===== config.mk =====
export PLATFORM = sky130hd
export DESIGN_NAME = dco_bank_ctrl_flat
export DESIGN_NICKNAME = d
export VERILOG_FILES = /design/src/rtl/dco_bank_ctrl_if.sv /design/src/rtl/dco_bank_ctrl.sv /design/src/flat_wrapper.sv
export SDC_FILE = /design/constraint.sdc
export NUM_CORES = 1
export LEC_CHECK = 0
export CELL_PAD_IN_SITES_DETAIL_PLACEMENT = 2
export CELL_PAD_IN_SITES_GLOBAL_PLACEMENT = 2
export CORE_ASPECT_RATIO = 1.2
export CORE_MARGIN = 1.5
export CORE_UTILIZATION = 34
export CTS_BUF_LIST = sky130_fd_sc_hd__clkbuf_4 sky130_fd_sc_hd__clkbuf_8
export DETAILED_ROUTE_END_ITERATION = 12
export GPL_ROUTABILITY_DRIVEN = 1
export PLACE_DENSITY = 0.84
export SYNTH_ARGS = -nofsm -noshare
export SYNTH_HDL_FRONTEND = slang
export SYNTH_SLANG_ARGS = --single-unit

===== constraint.sdc =====
create_clock -name clk -period 7.9 [get_ports clk]
set_clock_uncertainty 0.15 [all_clocks]
set_input_delay 1.185 -clock clk [delete_from_list [all_inputs] [get_ports clk]]
set_output_delay 1.185 -clock clk [all_outputs]
set_load 0.005 [all_outputs]

===== src/rtl/dco_bank_ctrl_if.sv =====
// Tuning-word valid/ready bus between the loop filter
// and one DCO bank controller.
interface dco_bank_ctrl_if #(
    parameter int TW_W = 13
);
    logic            tw_valid;
    logic            tw_ready;
    logic [TW_W-1:0] tw;

    modport master (
        output tw_valid,
        output tw,
        input  tw_ready
    );

    modport slave (
        input  tw_valid,
        input  tw,
        output tw_ready
    );
endinterface


===== src/rtl/dco_bank_ctrl.sv =====
// Tuning-word controller for one ROWSxCOLS DCO capacitor bank:
// slew limiting, sigma-delta dither and row/column select decode.
module dco_bank_ctrl #(
    parameter int ROWS   = 16,
    parameter int COLS   = 16,
    parameter int FRAC_W = 4,
    parameter int STEP   = 8,
    localparam int NCELL = ROWS * COLS,
    localparam int CW    = $clog2(NCELL + 1)
) (
    input  logic             clk,
    input  logic             rst,
    input  logic             i_en,
    input  logic [1:0]       i_mode,
    dco_bank_ctrl_if.slave   tw_bus,
    output logic [ROWS-1:0]  o_row_all,
    output logic [ROWS-1:0]  o_row_sel,
    output logic [COLS-1:0]  o_col_en,
    output logic [CW-1:0]    o_cnt,
    output logic             o_settled
);

    localparam int LC = $clog2(COLS);
    localparam logic [CW-1:0] NCELL_C = CW'(NCELL);
    localparam logic [CW-1:0] STEP_C  = CW'(STEP);

    typedef enum logic [1:0] {
        S_IDLE,
        S_TRACK,
        S_RAMP
    } state_t;

    state_t            r_state;
    state_t            w_state_nxt;

    logic [CW-1:0]     r_cnt;
    logic [CW-1:0]     r_tgt;
    logic [FRAC_W-1:0] r_frac;
    logic [FRAC_W-1:0] r_acc;
    logic [ROWS-1:0]   r_row_all;
    logic [ROWS-1:0]   r_row_sel;
    logic [COLS-1:0]   r_col_en;
    logic              r_settled;

    logic              w_ready;
    logic              w_dith;
    logic              w_upd;
    logic              w_xfer;
    logic [CW-1:0]     w_tw_int;
    logic [CW-1:0]     w_tw_clamp;
    logic [CW-1:0]     w_diff;
    logic [CW-1:0]     w_stp;
    logic [CW-1:0]     w_cnt_step;
    logic [FRAC_W:0]   w_sum;
    logic              w_carry;
    logic [CW:0]       w_n_raw;
    logic [CW-1:0]     w_n;
    logic [CW-1:0]     w_f;
    logic [LC-1:0]     w_r;
    logic [ROWS-1:0]   w_row_all;
    logic [ROWS-1:0]   w_row_sel;
    logic [COLS-1:0]   w_col_en;

    assign w_tw_int   = tw_bus.tw[CW+FRAC_W-1:FRAC_W];
    assign w_tw_clamp = (w_tw_int > NCELL_C) ? NCELL_C : w_tw_int;
    assign w_xfer     = tw_bus.tw_valid & w_ready;

    // Slew step: move by at most STEP, never past the target
    assign w_diff     = (r_tgt > r_cnt) ? (r_tgt - r_cnt) : (r_cnt - r_tgt);
    assign w_stp      = (w_diff > STEP_C) ? STEP_C : w_diff;
    assign w_cnt_step = (r_tgt > r_cnt) ? (r_cnt + w_stp) : (r_cnt - w_stp);

    assign w_sum   = {1'b0, r_acc} + {1'b0, r_frac};
    assign w_carry = w_dith & w_sum[FRAC_W];
    assign w_n_raw = {1'b0, r_cnt} + {{CW{1'b0}}, w_carry};
    assign w_n     = (w_n_raw > {1'b0, NCELL_C}) ? NCELL_C : w_n_raw[CW-1:0];

    assign w_f = w_n >> LC;
    assign w_r = w_n[LC-1:0];

    always_comb begin
        w_row_all = '0;
        w_row_sel = '0;
        w_col_en  = '0;
        for (int r = 0; r < ROWS; r++) begin
            w_row_all[r] = (CW'(r) < w_f);
            w_row_sel[r] = (w_r != '0) && (w_f == CW'(r));
        end
        for (int c = 0; c < COLS; c++) begin
            w_col_en[c] = (LC'(c) < w_r);
        end
    end

    always_ff @(posedge clk or posedge rst) begin
        if (rst) begin
            r_state <= S_IDLE;
        end else begin
            r_state <= w_state_nxt;
        end
    end

    always_comb begin
        w_state_nxt = r_state;
        if (!i_en) begin
            w_state_nxt = S_IDLE;
        end else begin
            unique case (r_state)
                S_IDLE:  w_state_nxt = S_TRACK;
                S_TRACK: begin
                    if (w_xfer && (i_mode != 2'd0) && (w_tw_clamp != r_cnt))
                        w_state_nxt = S_RAMP;
                end
                S_RAMP: begin
                    if (w_cnt_step == r_tgt)
                        w_state_nxt = S_TRACK;
                end
                default: w_state_nxt = S_IDLE;
            endcase
        end
    end

    always_comb begin
        w_ready = i_en & (r_state == S_TRACK);
        w_dith  = i_en & (r_state == S_TRACK) & (i_mode == 2'd2);
        w_upd   = i_en & (r_state != S_IDLE);
    end

    always_ff @(posedge clk or posedge rst) begin
        if (rst) begin
            r_cnt     <= '0;
            r_tgt     <= '0;
            r_frac    <= '0;
            r_acc     <= '0;
            r_row_all <= '0;
            r_row_sel <= '0;
            r_col_en  <= '0;
            r_settled <= 1'b0;
        end else begin
            r_acc <= w_dith ? w_sum[FRAC_W-1:0] : '0;
            // Leaving IDLE re-anchors the target to wherever the count stopped
            if (r_state == S_IDLE) begin
                if (i_en)
                    r_tgt <= r_cnt;
            end else if (w_upd) begin
                if (w_xfer) begin
                    r_tgt  <= w_tw_clamp;
                    r_frac <= tw_bus.tw[FRAC_W-1:0];
                end
                if (r_state == S_RAMP)
                    r_cnt <= w_cnt_step;
                else if (r_cnt != r_tgt)
                    r_cnt <= r_tgt;
                r_row_all <= w_row_all;
                r_row_sel <= w_row_sel;
                r_col_en  <= w_col_en;
                r_settled <= (r_state != S_RAMP) && (r_cnt == r_tgt);
            end
        end
    end

    assign tw_bus.tw_ready = w_ready;
    assign o_row_all       = r_row_all;
    assign o_row_sel       = r_row_sel;
    assign o_col_en        = r_col_en;
    assign o_cnt           = r_cnt;
    assign o_settled       = r_settled;

endmodule


===== src/flat_wrapper.sv =====
// flat-port wrapper written by rule: the top's interface ports become plain ports
module dco_bank_ctrl_flat 
#(
    parameter int ROWS   = 16,
    parameter int COLS   = 16,
    parameter int FRAC_W = 4,
    parameter int STEP   = 8,
    localparam int NCELL = ROWS * COLS,
    localparam int CW    = $clog2(NCELL + 1)
)
  (clk, rst, i_en, i_mode, o_row_all, o_row_sel, o_col_en, o_cnt, o_settled, tw_bus_tw_valid, tw_bus_tw, tw_bus_tw_ready);
  dco_bank_ctrl_if #(.TW_W((($clog2((ROWS * COLS) + 1)) + (4)))) tw_bus_i ();
  input  logic clk;
  input  logic rst;
  input  logic i_en;
  input  logic [1:0] i_mode;
  output logic [ROWS-1:0] o_row_all;
  output logic [ROWS-1:0] o_row_sel;
  output logic [COLS-1:0] o_col_en;
  output logic [CW-1:0] o_cnt;
  output logic o_settled;
  input wire logic [$bits(tw_bus_i.tw_valid)-1:0] tw_bus_tw_valid;
  input wire logic [$bits(tw_bus_i.tw)-1:0] tw_bus_tw;
  output wire logic [$bits(tw_bus_i.tw_ready)-1:0] tw_bus_tw_ready;
  assign tw_bus_i.tw_valid = tw_bus_tw_valid;
  assign tw_bus_i.tw = tw_bus_tw;
  assign tw_bus_tw_ready = tw_bus_i.tw_ready;
  dco_bank_ctrl #(.ROWS(ROWS), .COLS(COLS), .FRAC_W(FRAC_W), .STEP(STEP)) u_core (.clk(clk), .rst(rst), .i_en(i_en), .i_mode(i_mode), .tw_bus(tw_bus_i), .o_row_all(o_row_all), .o_row_sel(o_row_sel), .o_col_en(o_col_en), .o_cnt(o_cnt), .o_settled(o_settled));
endmodule

==> results.json <==
{
  "wl_per_cell_um": 22.0,
  "start_kind": "flip-flop",
  "tns_ns": 0,
  "syn_to_final_growth_pct": 22.6,
  "ff2ff_path_depth": 23,
  "holdWs_ns": 0.340,
  "synth-edff-count": 0,
  "combPwrFrac": 0.707,
  "vias": 5185,
  "grt_overflow": 0,
  "min-delay-start": "u_core.o_row_all[10]",
  "min_to": "u_core.o_row_all[10]",
  "synth_most_common_cell": "nand2_1",
  "postSynthCellCount": 627,
  "outcome": "complete, no violations",
  "postCtsSetupBuffers": 0,
  "crit_type": "flip-flop to flip-flop",
  "num-fill-cells": 1770,
  "grt_pass1_wl_um": 32300,
  "max_freq_ghz": 0.143,
  "ys_top_cells_by_count": "nand2_1 (92), dfrtp_1 (76), o21ai_0 (55)",
  "synth_area_sq_mm": 0.00537,
  "critPathArrivalTime_ns": 7.10,
  "die_w_um": 118,
  "rsz0062_at_grt": "no",
  "cts_buffer_depth": 2,
  "place_congestion": 0.931,
  "synth_warnings": 0,
  "post_cts_resized": 0,
  "insertion_delay_ns": 0.36,
  "worstHoldPathCells": 2,
  "max_slew.worst_pin.slew_ns": 1.07,
  "worstSetupStartpoint": "u_core.o_cnt[6]",
  "power_switching_w": 0.00185,
  "pwr-share-seq": 0.196,
  "ys_top_cells_by_area": "dfrtp_1 (35%), ha_1 (7.5%), nand2_1 (6.4%)",
  "drc_errors": 0,
  "nNetsFinal": 751,
  "syn_nets": 682,
  "avgSynthCellArea_sq_um": 8.57,
  "cellPowerDensity_mw_per_mm2": 551,
  "drtIter0Drc": 219,
  "synth_top_area_frac": 0.354,
  "synth_top_area_cell": "dfrtp_1",
  "worstPathCellList": "inv_1, ha_1, and2_4, and3_4, nand3_1, and3_1, a221o_1, o21ai_1, and3_1, o211a_1, nand2b_1, ha_1, a22o_1, fa_1, nor2b_1, o21ai_0, a21boi_0, o21ai_0, nand2b_1, a31oi_1, a311oi_1, nor2_1, a211o_1",
  "cp.required_ns": 8.01,
  "via_per_inst": 5.70,
  "grt_pass1_vias": 5910,
  "clk_pin_slew_ns": 0.08,
  "cts_sinks": 76,
  "setup_viol": 0,
  "holdCritPathClass": "flip-flop to flip-flop",
  "antenna_left": 0,
  "htreeDepth": 3,
  "die-area_sq_mm": 0.0166,
  "synthArstFlopShare": 1.00,
  "relSlewSlack": 0.283,
  "fin_crit_ns": 6.99,
  "p_int_w": 0.00178,
  "ys_seq_area_frac": 0.354,
  "cp_max_fo": 15,
  "rows": 50,
  "p_leak_nw": 2.83,
  "grt_max_degree": 77,
  "ios": 78,
  "cp-end-kind": "flip-flop",
  "holdBufCountCts": 0,
  "hold_viol": 0,
  "drv_slew": 0,
  "numPortBuffers": 76,
  "cts_tree": "yes",
  "cpPeakStageDelay_ns": 0.68,
  "grt_antenna_before_repair": 0,
  "period_share": 0.885,
  "worst-r2r-setup-slack_ns": 0.91,
  "first_pass_iters": 4,
  "p_total_w": 0.00363,
  "drv_cap": 0,
  "ir_drop_uv": 238,
  "synthFlopType": "dfrtp_1",
  "die_h_um": 141,
  "clockPowerShare": 0.096,
  "utilization": 0.425,
  "cp_slowest_cell": "dfrtp_1",
  "grt.total_usage": 0.247,
  "reg2reg_from": "u_core.o_cnt[6]",
  "ys_ff_latch": 76,
  "root_buffer": "clkbuf_8",
  "synthDistinctLibCells": 79,
  "cts_made_buffers": 9,
  "coreArea_sq_mm": 0.0155,
  "hpwl_um": 15600,
  "wirelength_um": 20000,
  "drive_above_1_share": 0.0785,
  "diodes": 0,
  "initial_core_util": 0.346,
  "switching_share": 0.510,
  "r2r-end": "u_core.r_state[1]"
}
power groups by stage:
stage               sequential (W)  clock, W  combinational (W)
finish                    0.000713  0.000349            0.00257
floorplan                 0.000658         0            0.00171
global route              0.000738  0.000372            0.00279
global placement          0.000704         0            0.00235
CTS                       0.000713  0.000359            0.00256
detailed placement        0.000719         0            0.00254
how the worst max path moves through the flow:
stage                              to  slack, ns  cells after the start
finish              u_core.r_state[1]       0.91                     23
global route        u_core.r_state[1]       0.43                     23
CTS                 u_core.r_state[1]       0.94                     23
detailed placement  u_core.r_state[1]       0.96                     23
global placement    u_core.r_state[1]       1.34                     23
floorplan           u_core.r_state[0]       2.07                     26
metrics by stage:
step	setup slack, ns	area (sq um)	cells
CTS	0.939	6590	909
global placement	1.34	6350	893
finish	0.909	6590	909
detailed placement	0.956	6350	893
floorplan	2.07	5370	627
global route	0.432	6590	909
worst max-delay path, delay by kind of cell (launching register included):
family,cells,cell delay [ns]
buffers and inverters,1,0.26
AOI/OAI and AO/OA,10,2.73
adders and majority gates,3,1.28
DFF,1,0.68
and+or+nand+nor,9,1.77
state kept, by name, summed over array words and instances (netlist names):
signal / flops
u_core.o_cnt: 9
u_core.o_col_en: 15
u_core.o_row_all: 16
u_core.o_row_sel: 16
u_core.o_settled: 1
u_core.r_acc: 4
u_core.r_frac: 4
u_core.r_state: 2
u_core.r_tgt: 9
cells by family after synthesis:
family,share of synthesized area
adder cells (fa/ha/maj),0.0894
XOR/XNOR,0.0515
multiplexers,0.0258
AO/OA/AOI/OAI,0.233
buffers and inverters,0.0461
flip-flops,0.354
AND/OR/NAND/NOR,0.200
other,0.000698
layout by cell type, fill, tap and decap left out, types with 14 or more instances in the layout:
cell type / Yosys / final
nand3_1: 14 / 14
nand2_1: 92 / 92
clkdlybuf4s50_1: 0 / 76
a21oi_1: 33 / 33
ha_1: 32 / 32
a211oi_1: 15 / 15
inv_1: 34 / 33
dfrtp_1: 76 / 76
o21ai_0: 55 / 54
xnor2_1: 21 / 21
nor2_1: 50 / 50
area by class of cell:
class	count	area, sq um	area share
Tap cell	208	260	0.0395
Sequential cell	76	1900	0.289
Clock inverter	6	95.1	0.0144
Multi-Input combinational cell	490	3240	0.491
Inverter	34	128	0.0194
Clock buffer	10	138	0.0209
Timing Repair Buffer	85	828	0.126
metal layers:
| metal | vias up | wire (um) | global-route usage |
|---|---|---|---|
| li1 | 2378 | - | - |
| met1 | 2638 | 7760 | 0.265 |
| met2 | 113 | 10700 | 0.464 |
| met3 | 56 | 654 | 0.0368 |
| met4 | 0 | 907 | 0.133 |
| met5 | - | 0 | 0 |
No activity file was read; power rests on OpenSTA's default activity.
